`src/rtl/rx_serial_7o1_if.sv`:
```
`default_nettype none
// ============================================================================
// rx_serial_7o1_if : line, consumer handshake and status bundle of the 7O1 receiver (rev 1.0)
// ============================================================================
interface rx_serial_7o1_if;
  logic       dado_serial;
  logic       recebe_dado;
  logic [6:0] dados_ascii;
  logic       pronto;
  logic       tem_dado;
  logic       erro_paridade;
  logic       erro_stop;
  logic [3:0] db_estado;
  logic       db_tick;
  logic       db_dado_serial;

  modport master (
    output dado_serial, recebe_dado,
    input  dados_ascii, pronto, tem_dado, erro_paridade, erro_stop,
           db_estado, db_tick, db_dado_serial
  );

  modport slave (
    input  dado_serial, recebe_dado,
    output dados_ascii, pronto, tem_dado, erro_paridade, erro_stop,
           db_estado, db_tick, db_dado_serial
  );
endinterface
`default_nettype wire

```
`src/rtl/rx_serial_7o1.sv`:
```
`default_nettype none
// ============================================================================
// rx_serial_7o1 : 7 data bits, odd parity, 1 stop bit serial receiver, mid-bit sampling (rev 1.0)
// ============================================================================
module rx_serial_7o1 #(
  parameter int CICLOS_BIT = 434
) (
  input  logic             clock,
  input  logic             reset,
  rx_serial_7o1_if.slave   rx
);

  typedef enum logic [3:0] {
    INICIAL  = 4'd0,
    ESPERA   = 4'd1,
    START    = 4'd2,
    DADOS    = 4'd3,
    PARIDADE = 4'd4,
    STOP     = 4'd5,
    ARMAZENA = 4'd6
  } state_t;

  localparam logic [15:0] HALF_LAST = 16'(CICLOS_BIT / 2 - 1);
  localparam logic [15:0] FULL_LAST = 16'(CICLOS_BIT - 1);

  state_t      state;
  logic [15:0] cyc_cnt;
  logic [2:0]  bit_cnt;
  logic [6:0]  shreg;
  logic        par_bit;
  logic        stop_bit;
  logic        sync1;
  logic        sync2;
  logic        vld1;
  logic        vld2;
  logic        prev_high;
  logic        fall;
  logic        sample_pt;

  // prev_high only counts a high level once the synchronizer holds real line
  // samples, so a line still low at reset release is never seen as a start edge.
  always_ff @(posedge clock or negedge reset) begin
    if (!reset) begin
      sync1     <= 1'b1;
      sync2     <= 1'b1;
      vld1      <= 1'b0;
      vld2      <= 1'b0;
      prev_high <= 1'b0;
    end else begin
      sync1     <= rx.dado_serial;
      sync2     <= sync1;
      vld1      <= 1'b1;
      vld2      <= vld1;
      prev_high <= vld2 & sync2;
    end
  end

  assign fall      = prev_high & ~sync2;
  assign sample_pt = ((state == START) && (cyc_cnt == HALF_LAST)) ||
                     (((state == DADOS) || (state == PARIDADE) || (state == STOP)) &&
                      (cyc_cnt == FULL_LAST));

  assign rx.db_tick        = sample_pt;
  assign rx.db_estado      = state;
  assign rx.db_dado_serial = sync2;

  always_ff @(posedge clock or negedge reset) begin
    if (!reset) begin
      state            <= INICIAL;
      cyc_cnt          <= 16'd0;
      bit_cnt          <= 3'd0;
      shreg            <= 7'd0;
      par_bit          <= 1'b0;
      stop_bit         <= 1'b0;
      rx.dados_ascii   <= 7'd0;
      rx.pronto        <= 1'b0;
      rx.tem_dado      <= 1'b0;
      rx.erro_paridade <= 1'b0;
      rx.erro_stop     <= 1'b0;
    end else begin
      rx.pronto <= 1'b0;
      if (rx.recebe_dado) begin
        rx.tem_dado <= 1'b0;
      end
      case (state)
        INICIAL: state <= ESPERA;
        ESPERA: begin
          bit_cnt <= 3'd0;
          cyc_cnt <= 16'd0;
          if (fall) begin
            state <= START;
          end
        end
        START: begin
          if (sample_pt) begin
            cyc_cnt <= 16'd0;
            state   <= sync2 ? ESPERA : DADOS;
          end else begin
            cyc_cnt <= cyc_cnt + 16'd1;
          end
        end
        DADOS: begin
          if (sample_pt) begin
            cyc_cnt <= 16'd0;
            shreg   <= {sync2, shreg[6:1]};
            if (bit_cnt == 3'd6) begin
              bit_cnt <= 3'd0;
              state   <= PARIDADE;
            end else begin
              bit_cnt <= bit_cnt + 3'd1;
            end
          end else begin
            cyc_cnt <= cyc_cnt + 16'd1;
          end
        end
        PARIDADE: begin
          if (sample_pt) begin
            cyc_cnt <= 16'd0;
            par_bit <= sync2;
            state   <= STOP;
          end else begin
            cyc_cnt <= cyc_cnt + 16'd1;
          end
        end
        STOP: begin
          if (sample_pt) begin
            cyc_cnt  <= 16'd0;
            stop_bit <= sync2;
            state    <= ARMAZENA;
          end else begin
            cyc_cnt <= cyc_cnt + 16'd1;
          end
        end
        ARMAZENA: begin
          // the set wins over a simultaneous acknowledge (later assignment)
          rx.dados_ascii   <= shreg;
          rx.erro_paridade <= ~(^{shreg, par_bit});
          rx.erro_stop     <= ~stop_bit;
          rx.pronto        <= 1'b1;
          rx.tem_dado      <= 1'b1;
          state            <= ESPERA;
        end
        default: state <= ESPERA;
      endcase
    end
  end

endmodule
`default_nettype wire
```
`src/flat_wrapper.sv`:
```
// flat-port wrapper written by rule: the top's interface ports become plain ports
module rx_serial_7o1_flat 
#(
  parameter int CICLOS_BIT = 434
)
  (clock, reset, rx_dado_serial, rx_recebe_dado, rx_dados_ascii, rx_pronto, rx_tem_dado, rx_erro_paridade, rx_erro_stop, rx_db_estado, rx_db_tick, rx_db_dado_serial);
  rx_serial_7o1_if rx_i ();
  input  logic clock;
  input  logic reset;
  input wire logic [$bits(rx_i.dado_serial)-1:0] rx_dado_serial;
  input wire logic [$bits(rx_i.recebe_dado)-1:0] rx_recebe_dado;
  output wire logic [$bits(rx_i.dados_ascii)-1:0] rx_dados_ascii;
  output wire logic [$bits(rx_i.pronto)-1:0] rx_pronto;
  output wire logic [$bits(rx_i.tem_dado)-1:0] rx_tem_dado;
  output wire logic [$bits(rx_i.erro_paridade)-1:0] rx_erro_paridade;
  output wire logic [$bits(rx_i.erro_stop)-1:0] rx_erro_stop;
  output wire logic [$bits(rx_i.db_estado)-1:0] rx_db_estado;
  output wire logic [$bits(rx_i.db_tick)-1:0] rx_db_tick;
  output wire logic [$bits(rx_i.db_dado_serial)-1:0] rx_db_dado_serial;
  assign rx_i.dado_serial = rx_dado_serial;
  assign rx_i.recebe_dado = rx_recebe_dado;
  assign rx_dados_ascii = rx_i.dados_ascii;
  assign rx_pronto = rx_i.pronto;
  assign rx_tem_dado = rx_i.tem_dado;
  assign rx_erro_paridade = rx_i.erro_paridade;
  assign rx_erro_stop = rx_i.erro_stop;
  assign rx_db_estado = rx_i.db_estado;
  assign rx_db_tick = rx_i.db_tick;
  assign rx_db_dado_serial = rx_i.db_dado_serial;
  rx_serial_7o1 #(.CICLOS_BIT(CICLOS_BIT)) u_core (.clock(clock), .reset(reset), .rx(rx_i));
endmodule
```
`config.mk`:
```
export PLATFORM = sky130hd
export DESIGN_NAME = rx_serial_7o1_flat
export DESIGN_NICKNAME = d
export VERILOG_FILES = /design/src/rtl/rx_serial_7o1_if.sv /design/src/rtl/rx_serial_7o1.sv /design/src/flat_wrapper.sv
export SDC_FILE = /design/constraint.sdc
export NUM_CORES = 1
export LEC_CHECK = 0
export ABC_AREA = 1
export BUFFER_PORTS_ARGS = -buffer_cell sky130_fd_sc_hd__buf_2
export CAP_MARGIN = 20
export CELL_PAD_IN_SITES_DETAIL_PLACEMENT = 0
export CELL_PAD_IN_SITES_GLOBAL_PLACEMENT = 1
export CORE_UTILIZATION = 40
export DETAILED_ROUTE_END_ITERATION = 8
export HOLD_SLACK_MARGIN = 0.06
export PLACE_DENSITY = 0.75
export SETUP_SLACK_MARGIN = 0.5
export SYNTH_ARGS = -nofsm -noshare
export SYNTH_HDL_FRONTEND = slang
export SYNTH_SLANG_ARGS = --single-unit
```
`constraint.sdc`:
```
create_clock -name clock -period 1.7 [get_ports clock]
set_input_delay 0.255 -clock clock [delete_from_list [all_inputs] [get_ports clock]]
set_output_delay 0.255 -clock clock [all_outputs]
set_load 0.01 [all_outputs]
```
==> out/summary.log <==
[placement] Detailed Place HPWL 4400 um
[synthesis] adder-cell share of the synthesized area 1.42%
[route] Iter 0 DRT Violations 69
[sta] setup repair after global routing missed its margin true
[setup_path] Reg-to-Reg Start u_core.cyc_cnt[0]
[sta] setup slack after layout -0.0567 ns
[synthesis] multiplexer fraction of the synthesized cell area 0%
[clock_tree] Clock Path Buffers 2
[sta] max-slew violations 0
[placement] number of port buffers 19
[setup_path] register-to-register setup slack 0.06 ns
[clock_tree] Num CTS Buffers 5
[layout] fill cell total of the finished layout 522
[synthesis] ranking of synthesized cells by area sky130_fd_sc_hd__dfrtp_1 43%, sky130_fd_sc_hd__nand2_1 12%, sky130_fd_sc_hd__inv_1 6.1%
[synthesis] share of the synthesized area in compound gates (AO/OA/AOI/OAI) 8.20%
[layout] final standard cell count with taps included and fillers excluded 495
[die] top-level port count 21
[layout] area growth from synthesis to layout 56.1%
[clock_tree] worst-skew pair later-pin latency 0.30 ns
[sta] achievable clock frequency 0.569 GHz
[global_routing] largest net degree at the start of global routing 27
[setup_path] endpoint of the lowest-slack register-to-register path u_core.bit_cnt[0]
[hold_path] startpoint of the worst hold path rx_recebe_dado
[synthesis] area share of the largest cell type after synthesis 42.7%
[layout] antenna diode count 0
[setup_path] top fanout value on the critical path 5
[status] outcome finished, violations left
[synthesis] share of synthesized flip-flops with an asynchronous set or reset 100%
[synthesis] Post-synth EDFFs 0
[setup_path] Critical Path Sink Type output pin
[sta] tightest slew margin relative to the limit 64.1%
[hold_path] type of the tightest min-delay check in -> reg
[global_routing] overall fraction of global-route tracks in use 20.2%
[sta] slew at the pin with the worst max-slew slack 0.538 ns
[synthesis] Synth Register Bits 47
[die] Initial Utilization 41.6%
[global_routing] initial antenna violation count 0
[die] Die H 83.2 um
[global_routing] Remaining Overflow, GRT 0
[layout] final core area utilization 64.9%
[setup_path] arrival time of the worst setup path 1.50 ns
[clock_tree] clock net sink count 47
[route] via count 2,548
[synthesis] largest family of logic cells by synthesized area simple AND/OR/NAND/NOR gates
[setup_path] count of cells along the worst register-to-register path 11
[synthesis] Synth Area per Inst 7.90 sq um
[clock_tree] clock tree from TritonCTS yes
[pwr] leakage component of the power 1.91 nW
[synthesis] cell with the most instances after synthesis sky130_fd_sc_hd__nand2_1
[synthesis] part of the Yosys area used for sequential elements 44.6%
[route] 1st-pass router iterations 4
[global_routing] first-pass GRT wire length 11,400 um
[sta] Period Utilization, post-route 103%
[clock_tree] Clock Tree Root sky130_fd_sc_hd__clkbuf_8
[pwr] Pwr per Cell Area 1230 nW/um^2
[die] standard cell core area 6350 sq um
[sta] count of final hold-check violations 0
[route] post-DR wirelength/cell 14.4 um
[route] total routed wirelength 7110 um
[route] remaining routing DRC violations 0
[route] post-route ant nets 0
[synthesis] Yosys top cell by area sky130_fd_sc_hd__dfrtp_1
[placement] placed cell count 443
[status] violations in the final reports setup timing
[pwr] worst vdd rail ir drop 0.925 mV
[job] number of max-capacitance violations reported 0
[layout] number of nets in the final layout 424
[sta] Layout Skew 0.0115 ns
[synthesis] total of warnings raised by yosys 0
[synthesis] xor/xnor cell area share of the yosys netlist 5.31%
[clock_tree] CTS clock-pin slew for the worst setup and hold paths 0.10 ns
[sta] minimum clock period after layout 1.76 ns
[layout] layout cells sized above 1 51.4%
[hold_path] Hold Path Stages 2
[setup_path] category of the most critical setup path reg -> out
[synthesis] prevailing post-synth register cell sky130_fd_sc_hd__dfrtp_1
[die] Placement Rows 29
[synthesis] area share of and/or/nand/nor cells after synthesis 31.5%
[synthesis] list of most frequent post-synthesis cells 87 x sky130_fd_sc_hd__nand2_1, 45 x sky130_fd_sc_hd__dfrtp_1, 43 x sky130_fd_sc_hd__inv_1
[synthesis] syn nets 341
[setup_path] data required time at the worst endpoint 1.44 ns
[hold_path] Worst Hold Endpoint u_core.rx.tem_dado
[synthesis] synthesized instance count 334
[synthesis] area of the mapped netlist 2640 sq um
[setup_path] startpoint type of the worst setup path flop
[die] die width 83.2 um
[die] total die area 6930 sq um
[setup_path] CP Launch Point u_core.rx.db_estado[2]
[clock_tree] H-tree Lvls 2
[synthesis] Yosys cell types 31
[placement] global placer's final weighted congestion 0.933
[route] via density per instance 5.15
[sta] final count of negative-setup-slack endpoints 1
[global_routing] vias in the first global route 2,439
==> cell families after synthesis <==
family	count (synthesis)
AO/OA/AOI/OAI	37
XOR/XNOR	16
adder cells (fa/ha/maj)	3
buffers and inverters	55
flip-flops	47
other	2
AND/OR/NAND/NOR	174
==> repair_timing <==
item,in CTS,in global routing
hold endpoints to repair,20,0
cloned,3,1
pin swaps,32,44
hold buffers,2,0
resized for setup,84,91
buffers inserted,20,18
setup endpoints to repair,45,47
==> routing by layer <==
layer	GRT usage (%)	routed length (um)
met5	0	0
met4	4.55	57
met3	2.88	238
met2	32.5	3380
met1	28.9	3440
==> stage by stage <==
stage	hold WS [ns]	setup WS (ns)	TNS [ns]	total power [mW]	area (sq um)
finish	0.114	-0.0567	-0.0567	5.09	4120
global route	0.126	-0.142	-0.177	5.39	4120
CTS	0.107	-0.0645	-0.0645	4.59	3610
detailed placement	0.275	0.0591	0	2.96	3010
global placement	0.286	0.0829	0	2.96	3010
floorplan	-0.0406	0.302	0	2.47	2710
==> state kept, by name, indices dropped and copies added, names as in the netlist, 3 cells and up <==
| name | cells |
|---|---|
| u_core.cyc_cnt | 16 |
| u_core.rx.dados_ascii | 7 |
| u_core.shreg | 7 |
| u_core.bit_cnt | 3 |
| u_core.rx.db_estado | 3 |
==> worst max-delay path by stage <==
| stage | end | slack [ns] |
|---|---|---|
| 6_report | rx_db_tick | -0.06 |
| 2_1_floorplan | u_core.bit_cnt[0] | 0.30 |
| 3_3_place_gp | u_core.shreg[2] | 0.08 |
| 3_5_place_dp | u_core.bit_cnt[0] | 0.06 |
| 4_1_cts | rx_db_tick | -0.06 |
| 5_1_grt | rx_db_tick | -0.14 |
==> area by class of cell <==
cell class	instances	area [sq um]	area share, %
inverters	50	213	5.16
well taps	77	96.3	2.34
flip-flops and latches	47	1180	28.7
clock inverters	3	46.3	1.12
clock buffers	5	68.8	1.67
repair inverters	2	17.5	0.425
repair buffers	78	731	17.7
multi-input cells	233	1760	42.8
==> worst max-delay path, cell delays in order (launching register included) <==
cell                       delay, ns
sky130_fd_sc_hd__dfrtp_2        0.49
sky130_fd_sc_hd__clkinv_4       0.14
sky130_fd_sc_hd__nand3_4        0.11
sky130_fd_sc_hd__nand3_4        0.15
sky130_fd_sc_hd__nand3_1        0.13
sky130_fd_sc_hd__nand2_1        0.06
sky130_fd_sc_hd__buf_2          0.13
==> placed cells by master (no fill, tap or decap), types with 3 or more instances in the layout <==
cell type                  Yosys  final
sky130_fd_sc_hd__buf_12        0      3
sky130_fd_sc_hd__buf_2         2     15
sky130_fd_sc_hd__buf_4         2     25
sky130_fd_sc_hd__buf_6         1     32
sky130_fd_sc_hd__clkbuf_8      0      5
sky130_fd_sc_hd__dfrtp_1      45     40
sky130_fd_sc_hd__dfrtp_2       0      5
sky130_fd_sc_hd__ha_4          0      3
sky130_fd_sc_hd__inv_1        43     25
sky130_fd_sc_hd__inv_2         5     19
sky130_fd_sc_hd__inv_4         2      4
sky130_fd_sc_hd__nand2_1      87     56
sky130_fd_sc_hd__nand2_2       1     16
sky130_fd_sc_hd__nand2_4       1     15
sky130_fd_sc_hd__nand3_1      32     15
sky130_fd_sc_hd__nand3_2       5     13
sky130_fd_sc_hd__nand3_4       0     10
sky130_fd_sc_hd__nand4_1       9      9
sky130_fd_sc_hd__nor2_1       26     13
sky130_fd_sc_hd__nor2_2        0      6
sky130_fd_sc_hd__nor2_4        2      9
sky130_fd_sc_hd__nor3_1        7      5
sky130_fd_sc_hd__o21ai_0      12      4
sky130_fd_sc_hd__o21ai_1      13     13
sky130_fd_sc_hd__o21ai_2       6     14
sky130_fd_sc_hd__o22ai_1       3      3
sky130_fd_sc_hd__xnor2_1       6      6
sky130_fd_sc_hd__xor2_1       10      8
==> where the power goes <==
group | leakage (nW) | total (mW) | internal, mW | switching (mW)
combinational | 1.23 | 2.81 | 1.23 | 1.58
sequential | 0.625 | 1.42 | 1.26 | 0.161
clock | 0.0548 | 0.853 | 0.444 | 0.409
total | 1.91 | 5.09 | 2.94 | 2.15
No activity file was read; power rests on OpenSTA's default activity.
